`src/rtl/uart_sched_pkg.sv`:
```
// Shared types and helpers for the round-robin UART transmit scheduler.
package uart_sched_pkg;

  typedef enum logic [2:0] {
    IDLE   = 3'd0,
    START  = 3'd1,
    DATA   = 3'd2,
    PARITY = 3'd3,
    STOP1  = 3'd4,
    STOP2  = 3'd5
  } state_e;

  localparam int DATA_BITS = 8;

  // Widest requester vector the arbiter helper handles; narrower
  // configurations pad their request vector with zeros.
  localparam int MAX_REQ = 8;

  typedef struct packed {
    logic       found;
    logic [2:0] idx;
  } pick_t;

  // First set request at or above ptr, wrapping at n.
  function automatic pick_t rr_pick(input logic [MAX_REQ-1:0] req,
                                    input logic [2:0]         ptr,
                                    input int                 n);
    pick_t r;
    int    k;
    r = '0;
    for (int i = 0; i < MAX_REQ; i++) begin
      k = (int'(ptr) + i) % n;
      if (i < n && !r.found && req[k[2:0]]) begin
        r.found = 1'b1;
        r.idx   = k[2:0];
      end
    end
    return r;
  endfunction

endpackage

```
`src/rtl/uart_baud_counter.sv`:
```
// Per-bit baud counter: counts 0..max(div,1)-1 while enabled and flags
// the last clock of each bit period.
module uart_baud_counter #(
  parameter int DIV_W = 16
) (
  input  logic             clk,
  input  logic             reset,
  input  logic             en_i,
  input  logic [DIV_W-1:0] div_i,
  output logic             tick_o
);

  logic [DIV_W-1:0] cnt_q, cnt_d;
  logic [DIV_W-1:0] last;

  // A divisor of zero behaves like one so every bit lasts at least a clock.
  assign last   = (div_i == '0) ? '0 : div_i - DIV_W'(1);
  assign tick_o = en_i && (cnt_q == last);

  // Restart at zero on terminal count and whenever the line is idle.
  always_comb begin
    cnt_d = '0;
    if (en_i && !tick_o) cnt_d = cnt_q + DIV_W'(1);
  end

  // Counter register.
  always_ff @(posedge clk or negedge reset) begin
    if (!reset) cnt_q <= '0;
    else        cnt_q <= cnt_d;
  end

endmodule

```
`src/rtl/uart_tx_scheduler.sv`:
```
// Round-robin arbiter sharing one UART transmit line between NUM_REQ
// byte sources; frames are start, 8 data bits LSB first, optional parity,
// one or two stop bits.
module uart_tx_scheduler
  import uart_sched_pkg::*;
#(
  parameter int NUM_REQ = 4,
  parameter int DIV_W   = 16
) (
  input  logic                       clk,
  input  logic                       reset,
  input  logic [DIV_W-1:0]           cfg_baud_div,
  input  logic                       cfg_parity_en,
  input  logic                       cfg_parity_odd,
  input  logic                       cfg_two_stop,
  input  logic [NUM_REQ-1:0]         req_valid,
  input  logic [NUM_REQ*8-1:0]       req_data,
  output logic [NUM_REQ-1:0]         req_ready,
  output logic                       tx,
  output logic                       busy,
  output logic [$clog2(NUM_REQ)-1:0] grant_id,
  output logic                       frame_done
);

  localparam int IDW = $clog2(NUM_REQ);

  state_e               state_q, state_d;
  logic [IDW-1:0]       ptr_q, ptr_d, gid_q, gid_d, gsel;
  logic [2:0]           bit_q, bit_d;
  logic                 tx_q, tx_d;
  logic [DATA_BITS-1:0] shift_q, shift_d, gbyte;
  logic [DIV_W-1:0]     div_q, div_d;
  logic                 par_en_q, par_en_d;
  logic                 two_stop_q, two_stop_d;
  logic                 par_bit_q, par_bit_d;
  logic [MAX_REQ-1:0]   req8;
  pick_t                pick;
  logic                 tick;

  // Round-robin choice among the currently valid requesters.
  always_comb begin
    req8                = '0;
    req8[NUM_REQ-1:0]   = req_valid;
    pick                = rr_pick(req8, 3'(ptr_q), NUM_REQ);
  end

  assign gsel  = IDW'(pick.idx);
  assign gbyte = req_data[int'(gsel)*8 +: 8];

  uart_baud_counter #(.DIV_W(DIV_W)) u_baud (
    .clk    (clk),
    .reset  (reset),
    .en_i   (state_q != IDLE),
    .div_i  (div_q),
    .tick_o (tick)
  );

  // Frame sequencer; tx_d is the line level for the bit being entered so
  // the pin comes straight from a flop.
  always_comb begin
    state_d    = state_q;
    ptr_d      = ptr_q;
    gid_d      = gid_q;
    bit_d      = bit_q;
    tx_d       = tx_q;
    shift_d    = shift_q;
    div_d      = div_q;
    par_en_d   = par_en_q;
    two_stop_d = two_stop_q;
    par_bit_d  = par_bit_q;
    req_ready  = '0;
    frame_done = 1'b0;
    case (state_q)
      IDLE: begin
        tx_d = 1'b1;
        if (pick.found) begin
          req_ready[gsel] = 1'b1;
          shift_d    = gbyte;
          div_d      = cfg_baud_div;
          par_en_d   = cfg_parity_en;
          two_stop_d = cfg_two_stop;
          par_bit_d  = (^gbyte) ^ cfg_parity_odd;
          gid_d      = gsel;
          ptr_d      = (int'(gsel) == NUM_REQ - 1) ? '0 : gsel + IDW'(1);
          bit_d      = '0;
          tx_d       = 1'b0;
          state_d    = START;
        end
      end
      START: if (tick) begin
        tx_d    = shift_q[0];
        bit_d   = '0;
        state_d = DATA;
      end
      DATA: if (tick) begin
        if (bit_q == 3'(DATA_BITS - 1)) begin
          tx_d    = par_en_q ? par_bit_q : 1'b1;
          state_d = par_en_q ? PARITY : STOP1;
        end else begin
          bit_d   = bit_q + 3'd1;
          shift_d = shift_q >> 1;
          tx_d    = shift_q[1];
        end
      end
      PARITY: if (tick) begin
        tx_d    = 1'b1;
        state_d = STOP1;
      end
      STOP1: if (tick) begin
        tx_d = 1'b1;
        if (two_stop_q) state_d = STOP2;
        else begin
          frame_done = 1'b1;
          state_d    = IDLE;
        end
      end
      STOP2: if (tick) begin
        tx_d       = 1'b1;
        frame_done = 1'b1;
        state_d    = IDLE;
      end
      default: begin
        tx_d    = 1'b1;
        state_d = IDLE;
      end
    endcase
  end

  // Control state; reset aborts any frame and parks the line high.
  always_ff @(posedge clk or negedge reset) begin
    if (!reset) begin
      state_q <= IDLE;
      ptr_q   <= '0;
      gid_q   <= '0;
      bit_q   <= '0;
      tx_q    <= 1'b1;
    end else begin
      state_q <= state_d;
      ptr_q   <= ptr_d;
      gid_q   <= gid_d;
      bit_q   <= bit_d;
      tx_q    <= tx_d;
    end
  end

  // Frame payload and configuration snapshot taken at grant.
  always_ff @(posedge clk) begin
    shift_q    <= shift_d;
    div_q      <= div_d;
    par_en_q   <= par_en_d;
    two_stop_q <= two_stop_d;
    par_bit_q  <= par_bit_d;
  end

  assign tx       = tx_q;
  assign busy     = (state_q != IDLE);
  assign grant_id = gid_q;

endmodule

```
`config.mk`:
```
export PLATFORM = sky130hd
export DESIGN_NAME = uart_tx_scheduler
export DESIGN_NICKNAME = d
export VERILOG_FILES = /design/src/rtl/uart_sched_pkg.sv /design/src/rtl/uart_baud_counter.sv /design/src/rtl/uart_tx_scheduler.sv
export SDC_FILE = /design/constraint.sdc
export NUM_CORES = 1
export LEC_CHECK = 0
export BUFFER_PORTS_ARGS = -buffer_cell sky130_fd_sc_hd__buf_2
export CAP_MARGIN = 20
export CORE_MARGIN = 2
export CORE_UTILIZATION = 62
export CTS_BUF_LIST = sky130_fd_sc_hd__clkbuf_4
export DETAILED_ROUTE_END_ITERATION = 10
export PLACE_DENSITY = 0.89
export SLEW_MARGIN = 20
export SYNTH_ARGS = -nofsm -noshare
export SYNTH_HDL_FRONTEND = slang
export SYNTH_SLANG_ARGS = --single-unit
```
`constraint.sdc`:
```
create_clock -name clk -period 7.25 [get_ports clk]
set_clock_uncertainty 0.1 [all_clocks]
set_input_delay 1.0875 -clock clk [delete_from_list [all_inputs] [get_ports clk]]
set_output_delay 1.0875 -clock clk [all_outputs]
set_load 0.02 [all_outputs]
```
# ---- Word level (Yosys, flattened, before mapping)
# Index checks and enable logic that the tools add are counted.
dict set report totals {
  register_bits 54
  in_bits 57
  out_inout_bits 9
  word_cells 119
}
dict set report op_classes {
  n_addsub 7
  mux 48
  order_cmp 6
  shift 1
  n_reduce_logical 25
  bitwise 4
  eq_ne 17
}
# op count
set op_table {}
lappend op_table {{two-way mux 3 bit} 12}
lappend op_table {{two-way mux 16 bit} 2}
lappend op_table {{indexed part select 32 x 6 -> 8 bit} 1}
lappend op_table {{two-way mux 4 bit} 6}
lappend op_table {{two-way mux 8 bit} 3}
lappend op_table {{case mux 3 bit (6 select lines)} 1}
lappend op_table {{adder 16 x 1 -> 16 bit, second input constant} 1}
lappend op_table {{equality test 16 bit} 1}
lappend op_table {{logical NOT 16 bit} 1}
lappend op_table {{case mux 8 bit (2 select lines)} 1}
lappend op_table {{subtractor 16 x 1 -> 16 bit, second input constant} 1}
lappend op_table {{two-way mux 1 bit} 14}
lappend op_table {{less-than comparator 3 x 4 -> 1 bit, second input constant} 3}
lappend op_table {{!= test 2 x 1 -> 1 bit, second input constant} 6}
lappend op_table {{binary-select mux 1 bit (select 3 bit)} 3}
lappend op_table {{equality test 3 bit, second input constant} 3}
lappend op_table {{case mux 3 bit (3 select lines)} 1}
lappend op_table {{parity 8 bit} 1}
lappend op_table {{AND reduction 7 bit} 1}
lappend op_table {{equality test 3 x 2 -> 1 bit, second input constant} 2}
lappend op_table {{logical AND 1 bit} 6}
lappend op_table {{!= test 2 bit, second input constant} 3}
lappend op_table {{nonzero test 3 bit} 2}
lappend op_table {{OR reduction 2 bit} 3}
lappend op_table {{23 further kinds} 30}

# ---- Depth between registers and ports, before layout
# Gate-level depths: netlist (run 1).
dict set report depth {
  depth_word 19
  ltp_mapped 14
  depth_no_buf 11
}

# ---- Cells and area by module
# From an unflattened synthesis (run 1), not the netlist that was laid out.
dict set report hier_totals {
  cells_unflattened 373
  hier_area_um2 3741.1
}
# module instances seq_area_each_um2 cells_each area_per_inst_um2
set modules_own_cells {}
lappend modules_own_cells {uart_tx_scheduler 1 1087.3 180 2030.7}
lappend modules_own_cells {uart_baud_counter 1 400.4 193 1710.4}

# ---- Least setup slack after synthesis (run 1)
# No wires, ideal clock.
dict set report synth_timing {
  path_kind {reg-to-output}
  from {register div_q[0]}
  to {output port frame_done}
  path_slack_ns 2.857
  arrival_ns 3.205
  n_path_buf 2
  stages_incl_launch_ff 14
  t_required_ns 6.062
  cell_sequence {edfxtp_1 -> inv_1 -> ha_1 -> or4b_1 -> buf_2 -> nor4_1 -> mux2i_1 -> xnor2_1 -> a2111oi_0 -> and4_1 -> and3_1 -> clkbuf_1 -> nand2_1 -> nor3_1}
}
dict set report synth_between {
  elab_chain_cells 6
  elab_cells_between_ends 8
  classes_between {add/sub (1); eq/ne (1); mux (4); reduce/logical (2)}
}
# item line_no
set synth_lines {}
lappend synth_lines {{from (decl)} uart_tx_scheduler.sv:32} ;# logic [DIV_W-1:0] div_q, div_d;
lappend synth_lines {{from (signal assigned)} uart_tx_scheduler.sv:149} ;# div_q <= div_d;
lappend synth_lines {{subtractor 16 x 1 -> 16 bit / logical NOT 16 bit (equally long branches)} uart_baud_counter.sv:17} ;# assign last = (div_i == '0) ? '0 : div_i - DIV_W'(1);
lappend synth_lines {{two-way mux 16 bit *} uart_baud_counter.sv:17}
lappend synth_lines {{equality test 16 bit *} uart_baud_counter.sv:18} ;# assign tick_o = en_i && (cnt_q == last);
lappend synth_lines {{logical AND 1 bit *} uart_baud_counter.sv:18}
lappend synth_lines {{two-way mux 1 bit, on equally long branches} {uart_tx_scheduler.sv:117, uart_tx_scheduler.sv:109}}
lappend synth_lines {{case mux 1 bit (2 select lines) *} uart_tx_scheduler.sv:73} ;# case (state_q)
lappend synth_lines {{to (decl)} uart_tx_scheduler.sv:22} ;# output logic frame_done
# Mark *: on every way between the ends. The rest lies on a longest branch, timed or not.

# ---- Worst setup path in the final report (run 1)
# Ends and elaborated chain as after synthesis.

==> results.md, run 1 <==
- Top FF cell, synth: edfxtp_1
- Post-layout min period: between 5 and 6 ns
- Drt first-iter violations: 244
- CTS tree: done
- Placer's final routability congestion estimate: 0.932
- CTS max path bufs: 2
- Worst Hold Launch: grant_id[1]
- Cells along the critical path: inv_1, ha_1, or4b_1, nor4_1, mux2i_1, xnor2_1, a2111oi_0, and4_1, and3_1, nand2_1, nor3_1, buf_2
- Sequential area share after synthesis: between 40% and 50%
- Area contributors post-synth: edfxtp_1, dfrtp_1, mux2i_1
- DRT Pass-1 Iters: 5
- Clk slew on worst S/H paths: about 0.15 ns
- Average cell area after synthesis: a little under 10 µm²
- Int Power: just over 0.7 mW
- R2R Path Start: div_q[0]
- Worst Path Required: a little over 6 ns
- CTS Buf Count: 5
- Psw: between 0.4 and 0.5 mW
- Worst VDD drop: 207 µV
- Hold path endpoint: grant_id[1]
- Starting Density: a little over three fifths
- Post-route ant nets: 0
- Cell Area, Synth: 0.00343 mm²
- Switching Fraction: approximately two fifths
- R2R Setup Slk: ~3.2 ns
- Register area: 0.00149 mm²
- Pwr/cell area: 303 mW/mm²
- Async SR Flop Fraction: about half
- Layout Cell Area excl Fill: 0.00386 mm²
- Die Wd: around 80 µm
- Count leader, synth: nor2_1
- Highest net fanout along the worst path: 7
- Hold Slack: approximately 0.43 ns
- Post-synth top area cell: edfxtp_1
- Vias in the first global route: about 2600
- Post-Synthesis Cells: 350
- R2R cell count: 11
- Final Setup Violations: 0
- Worst-margin pin slew: 0.999 ns
- Share of layout cells above drive strength 1: 22.9%
- Hold path depth: 1
- Register bit total from synthesis: 54
- Slew HR: between 30% and 40%
- Detailed placement HPWL: 5440 µm
- CTS resizes: 0
- Delay-heaviest family, CP: simple AND/OR/NAND/NOR gates
- Number of synthesis warnings: 0
- Slowest stage delay, CP: slightly above 0.6 ns
- Worst path arrival time: 3.83 ns
- Setup WS pre-CTS: 2.72 ns
- Fillers: a little under 400
- Core region area: 0.00544 mm²
- First-pass GRT wire length: 12100 µm
- Vias/cell: about 5.9
- Initial antenna violation count: 0
- Synth top area share: 23.6%
- Largest net degree at the start of global routing: 30
- CTS root buf: clkbuf_4
- Final Hold Vio Count: 0
- Post-cts hold buffer count: 0
- Startpoint types: flop
- Combinational power share: 45.6%
- Skew-Pair Late Insertion Delay: ~0.38 ns
- Outcome: complete, no violations
- Number of port buffers: 65
- Fin Setup TNS: 0 ns
- Clock sink count: 54
- Global-route usage over all layers: roughly 25%
- Cell Rows: 27
- RSZ-0062 raised after global routing: false
- Final Util: ~70%
- Number of I/O pins: 66
- Post-DP Area: 0.00380 mm²
- Area of the multi-input gates: roughly 0.0018 mm²
- Total routed wirelength: roughly 7300 µm
- Synth cell count leaders: nor2_1, edfxtp_1, dfrtp_1, nand2_1
- Avg WL per Cell: about 15 µm
- Critical path class: flop to output pin
- Slew Viols, Final: 0
- Ant diodes: 0
- # Max-Cap Violations: 0
- Drt drc: 0
- Die area: a little over 0.006 mm²
- H-tree Lvls: 2
- Seq pwr share: between 40 and 50%
- Mapped Nets: 415
- Fin nets: ~470
- Grt total ovfl: 0
- Worst R2R End: tx
- Area Growth Syn to Fin: 12.3%
- Clk pwr share: 11.5%
- Die height: ~78 µm
- F_max: between 150 and 200 MHz
- Post CTS Setup Buffer Count: 0
- Hold Path Class: flop to flop
- CP max stage cell: or4b_1
- Vias after detailed routing: roughly 2800
- Netlist cell types: 59
- Crit share post-route: roughly 69%
- Buf/Inv on CP: 2
- Crit path capture type: output pin
- Pleak: around 1.7 nW
- Post-synth EDFFs: 27
- Final worst slack: approximately 2.2 ns
worst reg2reg max path, stage by stage (launching register included):
cell	delay (ns)
edfxtp_1	0.47
inv_1	0.11
ha_1	0.20
or4b_1	0.61
nor4b_4	0.56
nor3_2	0.10
a221o_1	0.29
a2111oi_2	0.34
nand4_1	0.24
o21ai_2	0.68
o21ai_1	0.14
o221ai_1	0.11
worst max-delay path by stage:
stage	start	endpoint	slack [ns]	cells past startpoint
2_1_floorplan	div_q[0]	frame_done	2.86	13
3_3_place_gp	div_q[0]	frame_done	2.79	12
6_report	div_q[0]	frame_done	2.23	12
5_1_grt	div_q[0]	frame_done	2.01	12
3_5_place_dp	div_q[0]	frame_done	2.72	12
4_1_cts	div_q[0]	frame_done	2.25	12
routing by layer:
metal  wire, µm  GRT usage (%)  up-vias
li1           -              -     1381
met1       3210           32.8     1341
met2       3580           42.1      102
met3        462           5.06        5
met4         59           5.61        0
met5          0              0        -
metrics by stage:
step,std cells,total power [mW]
after floorplan,350,0.900
after global placement,474,1.01
after detailed placement,474,1.03
after CTS,482,1.17
after global routing,482,1.24
final,482,1.17
flip-flops by register name, summed over array words and instances (netlist names):
register,cells
bit_q,3
div_q,16
grant_id,2
par_bit_q,1
par_en_q,1
ptr_q,2
shift_q,8
state_q,3
two_stop_q,1
tx,1
u_baud.cnt_q,16
power groups by stage:
stage | sequential, mW | clock [mW] | combinational [mW]
after floorplan | 0.498 | 0 | 0.402
final | 0.502 | 0.134 | 0.532
after global placement | 0.503 | 0 | 0.506
after CTS | 0.500 | 0.137 | 0.531
after global routing | 0.513 | 0.147 | 0.582
after detailed placement | 0.506 | 0 | 0.528
cell type report:
cell class                      count  share of cell area (%)
Clock buffer                        5                   0.973
Clock inverter                      3                   0.551
Inverter                           18                    1.75
Multi-Input combinational cell    262                    46.8
Sequential cell                    54                    38.6
Tap cell                           72                    2.33
Timing Repair Buffer               68                    9.01
cell families (layout without fill, tap and decap cells):
logic type | count (synthesis) | count (layout) | share of synthesized area (%)
XOR/XNOR | 35 | 35 | 9.33
AND/OR/NAND/NOR | 128 | 128 | 19.0
AO/OA/AOI/OAI | 59 | 59 | 11.5
flip-flops | 54 | 54 | 43.3
buffers and inverters | 34 | 94 | 4.15
adder cells (fa/ha/maj) | 8 | 8 | 2.91
multiplexers | 32 | 32 | 9.73
placed cells by master (no fill, tap or decap), types with 3 or more instances in the layout:
master	instances
inv_1	17
xor2_1	13
o211ai_1	3
nor3_1	6
mux2i_1	21
edfxtp_1	27
nand4_1	4
mux2_2	10
and3_1	6
clkbuf_4	5
and2_1	4
buf_4	3
a31oi_1	3
buf_2	65
nand3_1	13
ha_1	8
nor2b_1	3
nand2_1	24
nor2_1	43
xnor2_1	21
o21ai_0	15
o31ai_1	3
a21oi_1	11
dfrtp_1	26
nor4_1	8
Note: power is estimated with default switching activity, not from simulation.
==> run 2, diff against run 1 <==
--- a/config.mk
+++ b/config.mk
@@ -5,13 +5,14 @@
 export SDC_FILE = /design/constraint.sdc
 export NUM_CORES = 1
 export LEC_CHECK = 0
+export ABC_AREA = 1
 export BUFFER_PORTS_ARGS = -buffer_cell sky130_fd_sc_hd__buf_2
 export CAP_MARGIN = 20
 export CORE_MARGIN = 2
-export CORE_UTILIZATION = 62
+export CORE_UTILIZATION = 53
 export CTS_BUF_LIST = sky130_fd_sc_hd__clkbuf_4
 export DETAILED_ROUTE_END_ITERATION = 10
-export PLACE_DENSITY = 0.89
+export PLACE_DENSITY = 0.79
 export SLEW_MARGIN = 20
 export SYNTH_ARGS = -nofsm -noshare
 export SYNTH_HDL_FRONTEND = slang
==> constraint.sdc (replaced) <==
create_clock -name clk -period 4.61 [get_ports clk]
set_clock_uncertainty 0.1 [all_clocks]
set_input_delay 0.6915 -clock clk [delete_from_list [all_inputs] [get_ports clk]]
set_output_delay 0.6915 -clock clk [all_outputs]
set_load 0.02 [all_outputs]
==> results.md, run 2 <==
- Register area: 0.00149 mm² (unchanged)
- Synth cell count leaders: nand2_1, inv_1, nor2_1, nand3_1, edfxtp_1
- Starting Density: 54.1% (-9.1 points)
- Hold Path Class: primary input to async pin
- Share of layout cells above drive strength 1: 17.2% (-5.7 points)
- Final Hold Vio Count: 0 (unchanged)
- H-tree Lvls: 2 (unchanged)
- CP max stage cell: dfrtp_1
- Largest net degree at the start of global routing: 28 (-6.7%)
- Number of port buffers: 65 (unchanged)
- Cell Rows: 32 (+19%)
- Core region area: 0.00761 mm² (+40%)
- Vias after detailed routing: 3851 (+36%)
- Cells along the critical path: inv_2, nand2_1, nand3_1, nand2_2, a21oi_1, nand2_1, nand2_2, inv_1, ha_1, inv_1, nor2_1, buf_2
- Highest net fanout along the worst path: 22 (+15)
- Slew HR: 38.7% (+5.5 points)
- Number of I/O pins: 66 (unchanged)
- Critical path class: flop to output pin
- Outcome: complete, no violations
- Clk slew on worst S/H paths: 0.16 ns (about the same)
- Pwr/cell area: 193 mW/mm² (-36%)
- Layout Cell Area excl Fill: 0.00450 mm² (+17%)
- Detailed placement HPWL: 6770 µm (+24%)
- Top FF cell, synth: edfxtp_1
- Post-synth EDFFs: 27 (unchanged)
- Post-layout min period: 4.08 ns
- Mapped Nets: 654 (+58%)
- Grt total ovfl: 0 (unchanged)
- Worst-margin pin slew: 0.918 ns (-0.0802 ns)
- Pleak: 2.31 nW (+38%)
- Die Wd: 92.1 µm (+17%)
- Crit path capture type: output pin
- Worst Path Required: 3.82 ns (-2.24 ns)
- Initial antenna violation count: 0 (unchanged)
- Fillers: 713 (+81%)
- Vias in the first global route: 3595 (+37%)
- Drt first-iter violations: 166 (-32%)
- Skew-Pair Late Insertion Delay: 0.39 ns (about the same)
- DRT Pass-1 Iters: 5 (unchanged)
- Worst path arrival time: 3.29 ns (-0.54 ns)
- Most frequent cells in the layout: nand2_1, inv_1, buf_2
- Number of synthesis warnings: 0 (unchanged)
- Hold Slack: 0.169 ns (-0.257 ns)
- R2R cell count: 19 (+8)
- Fin cells: 752 (+56%)
- Post-Synthesis Cells: 589 (+68%)
- CTS max path bufs: 2 (unchanged)
- Commonest non-fill, non-tap cell in the layout: nand2_1
- Sequential area share after synthesis: 36.2% (-7.1 points)
- CTS resizes: 0 (unchanged)
- RSZ-0062 raised after global routing: false
- Crit share post-route: between 80% and 90%
- Global-route usage over all layers: 21.8% (-2.9 points)
- Fin nets: 714 (+51%)
- Slew Viols, Final: 0 (unchanged)
- Worst VDD drop: 87.4 µV (-58%)
- Post-route ant nets: 0 (unchanged)
- F_max: between 200 and 250 MHz
- Inst Count DP: 744 (+57%)
- Synth top area share: 19.7% (-3.9 points)
- Regs by FF count: div_q (16), u_baud.cnt_q (16), shift_q (8)
- CTS root buf: clkbuf_4
- Post-DP Area: 0.00445 mm² (+17%)
- R2R Setup Slk: 1.18 ns (-2.04 ns)
- Placer's final routability congestion estimate: 0.909 (-2.5%)
- Final Setup Violations: 0 (unchanged)
- Total routed wirelength: 8760 µm (+20%)
- Avg WL per Cell: 11.6 µm (-23%)
- Async SR Flop Fraction: 50.0% (unchanged)
- Count leader, synth: nand2_1
- First-pass GRT wire length: 15300 µm (+27%)
- Ant diodes: 0 (unchanged)
- Startpoint types: flop
- Register bit total from synthesis: 54 (unchanged)
- Cell Area, Synth: 0.00411 mm² (+20%)
- Die area: 0.00848 mm² (+38%)
- Area contributors post-synth: edfxtp_1, nand2_1, dfrtp_1
- Netlist cell types: 38 (-36%)
- Drt drc: 0 (unchanged)
- CTS Buf Count: 5 (unchanged)
- Area Growth Syn to Fin: 9.52%
- Fin Setup TNS: 0 ns (unchanged)
- Clock sink count: 54 (unchanged)
- Average cell area after synthesis: 6.98 µm² (-29%)
- Slowest stage delay, CP: 0.63 ns (+0.02 ns)
- Vias/cell: 5.12 (-13%)
- Post CTS Setup Buffer Count: 0 (unchanged)
- Area of the multi-input gates: 0.00223 mm² (+23%)
- CTS tree: done
- Post-cts hold buffer count: 0 (unchanged)
- Post-synth top area cell: edfxtp_1
- # Max-Cap Violations: 0 (unchanged)
- Die height: 92.1 µm (+17%)
[run 2: changes by cell type in the layout (fill, tap and decap cells not counted), sizes merged, moves of 5 or more]
cell	previous run	this run
nand2	24	211
nand3	13	70
inv	17	73
mux2i	21	0
nor2	44	64
xnor2	21	3
mux2	11	0
nand4	4	12
and3	6	1
nand3b	0	5
nor3b	1	6
nor4	8	3
[run 2: per-layer routing]
| layer | up-vias | wire length, µm | track usage (%) | part of all wire [%] |
|---|---|---|---|---|
| met4 | 0 | 120 | 6.97 | 1.4 |
| met1 | 1726 | 4140 | 28.0 | 47 |
| met5 | - | 0 | 0 | 0 |
| met2 | 105 | 4070 | 38.1 | 46 |
| met3 | 9 | 423 | 2.79 | 4.8 |
| li1 | 2011 | - | - | - |
[run 2: final cells by class]
| class | instances | area share, % |
|---|---|---|
| clock buffers | 6 | 1.00 |
| clock inverters | 2 | 0.194 |
| inverters | 73 | 6.08 |
| multi-input cells | 449 | 49.5 |
| flip-flops and latches | 54 | 33.0 |
| well taps | 102 | 2.83 |
| repair buffers | 66 | 7.39 |
[run 2: report_power, final]
part           internal [mW]  leakage [nW]  switching, mW
logic                 0.0563          1.68         0.0914
clock network         0.0636        0.0331          0.149
registers              0.509         0.592              0
[run 2: cells by family (layout without fill, tap and decap cells)]
logic type | count (synthesis) | count (layout) | synth area share (%)
compound gates | 41 | 41 | 5.42
fa+ha+maj | 8 | 8 | 2.43
xor+xnor | 17 | 17 | 3.62
flops | 54 | 54 | 36.2
simple gates | 383 | 383 | 42.7
buf+inv | 86 | 147 | 9.64
[run 2: stage by stage]
step / worst slack [ns] / total power, mW / utilization (%)
floorplan: 1.73 / 0.625 / -
finish: 0.529 / 0.870 / 59.2
global placement: 0.989 / 0.662 / 58.5
global route: 0.184 / 0.916 / 59.2
CTS: 0.509 / 0.874 / 59.2
detailed placement: 0.860 / 0.668 / 58.5
[run 2: path summary, 6_finish.rpt]
check | endpoint | startpoint
setup / recovery | req_ready[1] | ptr_q[0]
hold / removal | u_baud.cnt_q[0] | reset
setup reg to reg | par_bit_q | ptr_q[0]
hold reg to reg | u_baud.cnt_q[0] | u_baud.cnt_q[0]
max in group asynchronous | bit_q[2] | reset
min in group clk | div_q[0] | cfg_baud_div[0]
[run 2: critical path, delay by kind of cell, from the launching register on]
family                   cells  cell delay, ns
flip-flops                   1            0.63
AND/OR/NAND/NOR              6            1.48
buffers and inverters        4            0.58
AO/OA/AOI/OAI                1            0.05
adder cells (fa/ha/maj)      1            0.17
